--- src/rtl/sha256_block_sequencer.sv ---
// sha256_block_sequencer: control FSM for one SHA-256 hash job of 1..MAX_BLOCKS blocks.
// Loads the IV into the H registers at job start, hands in each 512-bit message block,
// steps the round core through ROUNDS rounds, then accumulates H after every block.
//
// Ports:
//   clk, rst          rising-edge clock, asynchronous active-high reset
//   start, num_blocks job request (sampled in IDLE) and block count (latched on accept)
//   abort             synchronous job cancel, ignored in IDLE
//   msg_valid         block buffer offers the next block
//   msg_ready         block accepted this cycle when msg_valid is also high
//   h_init            one-cycle pulse: H regs load IV
//   round_en          round core advances; round_idx selects K/W
//   h_update          one-cycle pulse: H += working variables
//   block_idx         block in progress
//   busy, done, err   status; done and err are one-cycle pulses
module sha256_block_sequencer #(
  parameter int unsigned ROUNDS     = 64,
  parameter int unsigned RW         = 6,
  parameter int unsigned MAX_BLOCKS = 4,
  parameter int unsigned BW         = 2
) (
  input  logic          clk,
  input  logic          rst,
  input  logic          start,
  input  logic [BW:0]   num_blocks,
  input  logic          abort,
  input  logic          msg_valid,
  output logic          msg_ready,
  output logic          h_init,
  output logic          round_en,
  output logic [RW-1:0] round_idx,
  output logic          h_update,
  output logic [BW-1:0] block_idx,
  output logic          busy,
  output logic          done,
  output logic          err
);

  typedef enum logic [2:0] {StIdle, StLoad, StRounds, StUpdate, StDone} state_e;

  state_e        state_q, state_d;
  logic [BW:0]   count_q, count_d;
  logic [RW-1:0] round_idx_q, round_idx_d;
  logic [BW-1:0] block_idx_q, block_idx_d;
  logic          h_init_q, h_init_d;
  logic          err_q, err_d;
  logic          num_ok;
  logic          last_block;

  assign num_ok     = (num_blocks != '0) && (num_blocks <= (BW + 1)'(MAX_BLOCKS));
  assign last_block = ({1'b0, block_idx_q} == (count_q - (BW + 1)'(1)));

  always_comb begin
    state_d     = state_q;
    count_d     = count_q;
    round_idx_d = round_idx_q;
    block_idx_d = block_idx_q;
    h_init_d    = 1'b0;
    err_d       = 1'b0;

    unique case (state_q)
      StIdle: begin
        if (start) begin
          if (num_ok) begin
            state_d     = StLoad;
            count_d     = num_blocks;
            block_idx_d = '0;
            h_init_d    = 1'b1;  // high for exactly the first LOAD cycle
          end else begin
            err_d = 1'b1;
          end
        end
      end
      StLoad: begin
        if (msg_valid) begin
          state_d     = StRounds;
          round_idx_d = '0;
        end
      end
      StRounds: begin
        if (round_idx_q == RW'(ROUNDS - 1)) begin
          state_d     = StUpdate;
          round_idx_d = '0;
        end else begin
          round_idx_d = round_idx_q + RW'(1);
        end
      end
      StUpdate: begin
        if (last_block) begin
          state_d = StDone;
        end else begin
          state_d     = StLoad;
          block_idx_d = block_idx_q + BW'(1);
        end
      end
      StDone: begin
        state_d     = StIdle;
        block_idx_d = '0;
      end
      default: begin
        state_d = StIdle;
      end
    endcase

    // Abort overrides every busy-state transition; IDLE keeps its start decision.
    if (abort && (state_q != StIdle)) begin
      state_d     = StIdle;
      round_idx_d = '0;
      block_idx_d = '0;
      h_init_d    = 1'b0;
    end
  end

  always_ff @(posedge clk or posedge rst) begin
    if (rst) begin
      state_q     <= StIdle;
      count_q     <= '0;
      round_idx_q <= '0;
      block_idx_q <= '0;
      h_init_q    <= 1'b0;
      err_q       <= 1'b0;
    end else begin
      state_q     <= state_d;
      count_q     <= count_d;
      round_idx_q <= round_idx_d;
      block_idx_q <= block_idx_d;
      h_init_q    <= h_init_d;
      err_q       <= err_d;
    end
  end

  // Every output is a flop or a decode of the state register.
  assign msg_ready = (state_q == StLoad);
  assign round_en  = (state_q == StRounds);
  assign h_update  = (state_q == StUpdate);
  assign done      = (state_q == StDone);
  assign busy      = (state_q != StIdle);
  assign h_init    = h_init_q;
  assign err       = err_q;
  assign round_idx = round_idx_q;
  assign block_idx = block_idx_q;

endmodule

--- config.mk ---
export PLATFORM = sky130hd
export DESIGN_NAME = sha256_block_sequencer
export DESIGN_NICKNAME = d
export VERILOG_FILES = /design/src/rtl/sha256_block_sequencer.sv
export SDC_FILE = /design/constraint.sdc
export NUM_CORES = 1
export LEC_CHECK = 0
export ABC_AREA = 1
export ABC_CLOCK_PERIOD_IN_PS = 1440
export CAP_MARGIN = 40
export CELL_PAD_IN_SITES_DETAIL_PLACEMENT = 0
export CELL_PAD_IN_SITES_GLOBAL_PLACEMENT = 1
export CORE_MARGIN = 5
export CORE_UTILIZATION = 34
export DETAILED_ROUTE_END_ITERATION = 8
export PLACE_DENSITY_LB_ADDON = 0.1
export SLEW_MARGIN = 20
export SYNTH_ARGS = -nofsm -noshare
export SYNTH_HDL_FRONTEND = slang
export SYNTH_SLANG_ARGS = --single-unit
--- constraint.sdc ---
create_clock -name clk -period 1.44 [get_ports clk]
set_input_delay 0.144 -clock clk [delete_from_list [all_inputs] [get_ports clk]]
set_output_delay 0.144 -clock clk [all_outputs]
set_load 0.02 [all_outputs]
==> impl_metrics.env, run 1 <==
export IMPL_grt_overflow_total=0
export IMPL_yosysSeqAreaShare=0.4216
export IMPL_syn_avg_cell_area_um2=7.419
export IMPL_crit_family="simple AND/OR/NAND/NOR gates"
export IMPL_reg2reg_depth=8
export IMPL_status="finished clean"
export IMPL_holdBufCountCts=0
export IMPL_drtIter0Drc=16
export IMPL_place_gp_congestion=0.7695
export IMPL_place_area_um2=1295
export IMPL_cts_max_path_buffers=2
export IMPL_critPathSlowestCell="dfrtp_1"
export IMPL_crit_arrival_ps=1590
export IMPL_fin_util=0.5055
export IMPL_wl_per_cell_um=12.02
export IMPL_syn_nets=138
export IMPL_synth_most_common_cell="nand2_1"
export IMPL_firstDrtPassIters=4
export IMPL_die_area_um2=3950
export IMPL_die_h_um=62.85
export IMPL_netlist_top_cells_area="dfrtp_1 42%, nand2_1 11%, inv_1 8.7%"
export IMPL_core_area_um2=2710
export IMPL_clock_sinks=16
export IMPL_syn_area_um2=949.7
export IMPL_synth_seq_cells=16
export IMPL_setup_viol=0
export IMPL_grt_pass1_vias=922
export IMPL_startpoint_type="flip-flop"
export IMPL_ios=23
export IMPL_h_tree_depth=1
export IMPL_drt_wl_total_um=2379
export IMPL_leakage_uw=0.0007740
export IMPL_cts_clk_slew_worst_paths_ps=110
export IMPL_synth_largest_area_cell="dfrtp_1"
export IMPL_io_buffers=22
export IMPL_fin_crit_sh=0.9734
export IMPL_grt_max_degree=17
export IMPL_worstSetupPathType="reg2reg"
export IMPL_finalMaxSlewViolations=0
export IMPL_yosys_area_top_type_share=0.4216
export IMPL_power_density_nw_per_um2=1688
export IMPL_postSynth_asyncResetShare=1.000
export IMPL_slowest_delay_ps=400
export IMPL_synthFlopType="dfrtp_1"
export IMPL_synth_top_family_by_area="simple AND/OR/NAND/NOR gates"
export IMPL_area_growth_pct=44.27
export IMPL_numCtsBuffers=3
export IMPL_fmax_mhz=713.4
export IMPL_vias_per_cell=4.520
export IMPL_ys_types=19
export IMPL_drc_errors=0
export IMPL_post_synth_fa_ha_maj_area_fraction=0.02635
export IMPL_drive_gt1_frac=0.2814
export IMPL_whs_ps=146.5
export IMPL_period_needed_ps=1402
export IMPL_rrSetupSlack_ps=40
export IMPL_finalHoldViolations=0
export IMPL_synth_enable_flop_cells=0
export IMPL_antenna_found_initial=0
export IMPL_finalPower_uw=2312
export IMPL_worst_path_buf_inv=1
export IMPL_synth_compound_area_share=0.09091
export IMPL_slew_headroom=0.8456
export IMPL_drv_cap=0
export IMPL_synth_simple_gate_area_share=0.3228
export IMPL_synthMuxAreaShare=0
export IMPL_crit_required_ps=1630
export IMPL_insertion_delay_ps=290
export IMPL_cp_end_kind="flip-flop"
export IMPL_final_cell_area_um2=1370
export IMPL_drtAntennaViolNets=0
export IMPL_grtUsageTotal=0.1312
export IMPL_grt_pass1_wl_um=4195
export IMPL_fin_setup_tns_ps=0
export IMPL_start_util=0.3504
export IMPL_r2r_start="count_q[1]"
export IMPL_diodes=0
export IMPL_tightest_slew_ps=231.0
export IMPL_cp_max_fo=4
export IMPL_vias=895
export IMPL_fillers=273
export IMPL_synthCells=128
export IMPL_ys_top_cells_by_count="29 x nand2_1, 22 x inv_1, 16 x dfrtp_1, 13 x nor2_1, 12 x nand3_1"
export IMPL_row_count=19
export IMPL_cp_common_cell="nand2_1"
export IMPL_rsz0062_at_grt="yes"
export IMPL_hpwl_um=1842
export IMPL_synthXorXnorAreaFrac=0.02767
export IMPL_ys_warn_count=0
export IMPL_clockRootBuffer="clkbuf_4"
export IMPL_r2r_end="block_idx[0]"
export IMPL_die_w_um=62.85
export IMPL_worst_clock_skew_ps=2.660
export IMPL_nNetsFinal=178
export IMPL_min_path_type="in2async"
export IMPL_cts_tree="done"
export IMPL_peakVddDrop_v=0.0009967
export IMPL_crit_chain="inv_2 > ha_4 > nor2_1 > nor2_4 > nand4_1 > nand3_2 > nand2_1 > nand2_1"
-- cell usage in the layout, fill, tap and decap left out --
cell / netlist / final
o21ai_4: 0 / 1
o21bai_1: 1 / 1
o21ai_2: 1 / 1
dfrtp_1: 16 / 16
a21oi_1: 3 / 2
nand3_1: 12 / 11
o21ai_0: 10 / 8
clkbuf_4: 0 / 3
buf_6: 1 / 1
buf_4: 0 / 14
nand3_4: 0 / 1
ha_4: 0 / 1
nand4_1: 4 / 4
inv_2: 3 / 6
xor2_1: 2 / 2
nor2_1: 13 / 11
inv_1: 22 / 19
dlygate4sd2_1: 0 / 8
ha_2: 0 / 1
clkbuf_8: 0 / 1
nand3_2: 4 / 4
buf_2: 0 / 2
nand2_2: 2 / 5
clkdlybuf4s50_1: 0 / 9
nor2_4: 0 / 1
xnor2_1: 1 / 1
clkbuf_2: 0 / 2
nand2_1: 29 / 26
nor2_2: 0 / 1
o21ai_1: 1 / 2
a21oi_2: 0 / 1
nand2_4: 1 / 1
-- per-layer routing --
metal	global-route usage	vias up	share of wire
li1	-	483	-
met1	0.1878	396	0.51
met2	0.1891	14	0.44
met3	0.02698	2	0.040
met4	0.05570	0	0.0071
met5	0	-	0
-- metrics by stage --
stage                     std cells  worst slack [ps]
after global placement          193             23.81
after floorplan                 128             88.54
after CTS                       197             2.120
after detailed placement        193             8.089
after global routing            198            -101.7
final                           198             38.34
-- power breakdown --
group          internal [µW]  switching [µW]  total, µW
logic                    583             780       1360
registers                553            83.2        636
clock network            154             159        313
total                   1290            1020       2310
-- repair_timing --
item | CTS | global route
hold endpoints to repair | 0 | 0
setup buffers | 0 | 1
pin swaps | 1 | 8
endpoints found under the setup margin | 15 | 14
resized for setup | 21 | 25
-- how the worst max path moves through the flow --
| stage | from | to | slack, ps | cells past startpoint |
|---|---|---|---|---|
| floorplan | round_idx[0] | round_idx[2] | 90 | 8 |
| global placement | state_q[0] | done | 20 | 4 |
| detailed placement | state_q[0] | done | 8 | 4 |
| CTS | round_idx[0] | round_idx[2] | 2 | 8 |
| global route | count_q[1] | block_idx[0] | -100 | 9 |
| finish | count_q[1] | block_idx[0] | 40 | 8 |
-- logic make-up after synthesis --
family / count (synthesis)
AO/OA/AOI/OAI: 16
XOR/XNOR: 3
adder cells (fa/ha/maj): 2
buffers and inverters: 26
flip-flops: 16
AND/OR/NAND/NOR: 65
-- state kept, by name, summed over array words and instances, names as in the netlist --
signal     count
count_q        3
state_q        3
round_idx      6
h_init         1
block_idx      2
err            1
-- area by class of cell --
class                           count  area, µm²  area share
Multi-Input combinational cell     86      504.2      0.3680
Sequential cell                    16      400.4      0.2922
Timing Repair Buffer               36      296.5      0.2164
Inverter                           25      93.84     0.06849
Tap cell                           31      38.79     0.02831
Clock buffer                        4      36.28     0.02648
-- worst min-delay path: stages --
cell,delay [ps]
clkdlybuf4s50_1,390
inv_1,50
buf_4,240
(Power assumes the default switching activity.)
==> run 2: changes to the inputs <==
--- a/config.mk
+++ b/config.mk
@@ -5,13 +5,13 @@
 export SDC_FILE = /design/constraint.sdc
 export NUM_CORES = 1
 export LEC_CHECK = 0
-export ABC_AREA = 1
 export ABC_CLOCK_PERIOD_IN_PS = 1440
 export CAP_MARGIN = 40
 export CELL_PAD_IN_SITES_DETAIL_PLACEMENT = 0
 export CELL_PAD_IN_SITES_GLOBAL_PLACEMENT = 1
 export CORE_MARGIN = 5
-export CORE_UTILIZATION = 34
+export CORE_UTILIZATION = 37
+export CTS_CLUSTER_DIAMETER = 50
 export DETAILED_ROUTE_END_ITERATION = 8
 export PLACE_DENSITY_LB_ADDON = 0.1
 export SLEW_MARGIN = 20
==> impl_metrics.env, run 2 <==
export IMPL_fin_crit_sh=1.131
export IMPL_ios=23
export IMPL_area_growth_pct=73.03
export IMPL_place_gp_congestion=0.8216
export IMPL_slew_headroom=0.7968
export IMPL_seqPwrFrac=0.252
export IMPL_numCtsBuffers=3
export IMPL_period_needed_ps=1628
export IMPL_drt_wl_total_um=2703
export IMPL_critPathLaunch="state_q[2]"
export IMPL_syn_nets=110
export IMPL_h_tree_depth=1
export IMPL_r2r_end="state_q[0]"
export IMPL_cts_clk_slew_worst_paths_ps=100
export IMPL_ys_warn_count=0
export IMPL_insertion_delay_ps=290
export IMPL_status="complete, but fails checks"
export IMPL_ys_types=47
export IMPL_hpwl_um=2078
export IMPL_critPathSlowestCell="or4b_4"
export IMPL_power_switching_uw=894.2
export IMPL_drtIter0Drc=45
export IMPL_cts_max_path_buffers=2
export IMPL_vias=1015
export IMPL_core_area_um2=2500
export IMPL_grt_pass1_wl_um=4588
export IMPL_antenna_found_initial=0
export IMPL_crit_cells=4
export IMPL_power_density_nw_per_um2=1423
export IMPL_drive_gt1_frac=0.5337
export IMPL_synthFlopType="dfrtp_1"
export IMPL_pre_cts_ws_ps=-356.1
export IMPL_tightest_slew_ps=301.7
export IMPL_r2r_start="state_q[2]"
export IMPL_finalHoldViolations=0
export IMPL_grtUsageTotal=0.1618
export IMPL_netlist_top_cells_area="dfrtp_1 41%, mux2i_1 4.1%, inv_1 3.4%"
export IMPL_clockRootBuffer="clkbuf_4"
export IMPL_peakVddDrop_v=0.0009993
export IMPL_start_util=0.3934
export IMPL_globalRouteMet1Util=0.1939
export IMPL_worstSetupEndpoint="state_q[0]"
export IMPL_min_path_type="in2async"
export IMPL_vias_per_cell=5.259
export IMPL_synthCells=100
export IMPL_io_buffers=22
export IMPL_yosys_area_top_type_share=0.4071
export IMPL_finalMaxSlewViolations=0
export IMPL_crit_required_ps=1620
export IMPL_setup_viol=15
export IMPL_use_met3=0.03774
export IMPL_synth_largest_area_cell="dfrtp_1"
export IMPL_reg2reg_depth=4
export IMPL_power_share_clock=0.125
export IMPL_postSynth_asyncResetShare=1.000
export IMPL_finalPower_uw=2422
export IMPL_syn_area_um2=983.4
export IMPL_wl_per_cell_um=14.01
export IMPL_cp_max_fo=5
export IMPL_synth_most_common_cell="dfrtp_1"
export IMPL_finalWorstSetupSlack_ps=-188.1
export IMPL_largest_reg_flops=6
export IMPL_synth_enable_flop_cells=0
export IMPL_grt_pass1_vias=1054
export IMPL_fmax_mhz=614.2
export IMPL_grt_max_degree=17
export IMPL_p_sw_frac=0.3692
export IMPL_grt_use_met2=0.2840
export IMPL_die_area_um2=3789
export IMPL_row_count=18
export IMPL_worst_clock_skew_ps=4.052
export IMPL_firstDrtPassIters=4
export IMPL_synth_seq_cells=16
export IMPL_worstSetupPathType="reg2reg"
export IMPL_crit_chain="or4b_4 > a31oi_4 > nor2b_4 > a32o_1"
export IMPL_ys_top_cells_by_count="16 x dfrtp_1, 9 x inv_1, 5 x nand2_1, 5 x o21ai_0"
export IMPL_crit_arrival_ps=1810
export IMPL_p_int_uw=1528
export IMPL_rsz0062_at_grt="yes"
export IMPL_drtAntennaViolNets=0
export IMPL_rrSetupSlack_ps=-190
export IMPL_comb_power_share=0.622
export IMPL_leakage_uw=0.0008659
export IMPL_clock_sinks=16
export IMPL_cp_end_kind="flip-flop"
export IMPL_violations="negative setup slack"
export IMPL_layout_common_cells="34 x buf_4, 13 x dfrtp_1, 9 x buf_6"
export IMPL_top_usage_layer="met2"
export IMPL_die_h_um=61.56
export IMPL_drv_cap=0
export IMPL_fin_util=0.6807
export IMPL_diodes=0
export IMPL_cts_tree="done"
export IMPL_final_common_cell="buf_4"
export IMPL_grt_overflow_total=0
export IMPL_drc_errors=0
export IMPL_yosysSeqAreaShare=0.4071
export IMPL_syn_avg_cell_area_um2=9.834
export IMPL_nNetsFinal=174
export IMPL_crit_family="simple AND/OR/NAND/NOR gates"
export IMPL_die_w_um=61.56
export IMPL_slowest_delay_ps=560
export IMPL_startpoint_type="flip-flop"
export IMPL_worst_path_buf_inv=0
[run 2: what timing repair did]
item | in CTS | in global routing
setup buffers | 5 | 2
resized for setup | 50 | 22
setup endpoints to repair | 27 | 20
cloned | 0 | 0
endpoints found under the hold margin | 0 | 0
hold buffers | 0 | 0
pin swaps | 8 | 6
[run 2: power groups by stage]
stage / Clock, µW / Sequential (µW) / Combinational (µW)
2_1_floorplan: 0 / 623 / 657
3_3_place_gp: 0 / 615 / 1150
3_5_place_dp: 0 / 621 / 1180
4_1_cts: 316 / 605 / 1340
5_1_grt: 338 / 624 / 1630
6_report: 304 / 611 / 1510
[run 2: how the worst min path moves through the flow]
stage / startpoint / end / slack [ps] / cells after the start
6_report: rst / count_q[2] / 150 / 3
5_1_grt: rst / count_q[2] / 180 / 3
4_1_cts: rst / count_q[2] / 160 / 3
3_5_place_dp: rst / count_q[2] / 480 / 3
3_3_place_gp: rst / count_q[2] / 470 / 3
2_1_floorplan: rst / block_idx[0] / 60 / 1
[run 2: area by class of cell]
| class | instances | area, µm² |
|---|---|---|
| clock buffers | 4 | 36.28 |
| well taps | 30 | 37.54 |
| multi-input cells | 72 | 659.4 |
| repair buffers | 61 | 524.3 |
| flip-flops and latches | 16 | 404.1 |
| fillers | 219 | 798.3 |
| inverters | 10 | 40.04 |
[run 2: cell families after synthesis]
| family | share of synthesized area |
|---|---|
| AO/OA/AOI/OAI | 0.2061 |
| XOR/XNOR | 0.02672 |
| adder cells (fa/ha/maj) | 0.02544 |
| flip-flops | 0.4071 |
| AND/OR/NAND/NOR | 0.2290 |
| buffers and inverters | 0.05342 |
| multiplexers | 0.05216 |
[run 2: stage by stage]
step	hold WS (ps)	TNS [ps]	cell area [µm²]	std cells
global route	182.7	-2047	1702	193
CTS	160.0	-1473	1607	191
floorplan	57.67	-818.0	1012	100
detailed placement	483.1	-3734	1493	183
global placement	468.0	-3393	1493	183
finish	149.9	-1144	1702	193
[run 2: worst reg2reg max path, cell delays in order (launching register included)]
cell     delay, ps
dfrtp_2        450
or4b_4         560
a31oi_4        240
nor2b_4         60
a32o_1         220
[run 2: per-layer routing]
layer	vias to the layer above	share of wire	wire, µm
met5	-	0	0
met4	0	0.019	51
met3	6	0.040	109
met2	22	0.51	1376
met1	490	0.43	1165
li1	497	-	-
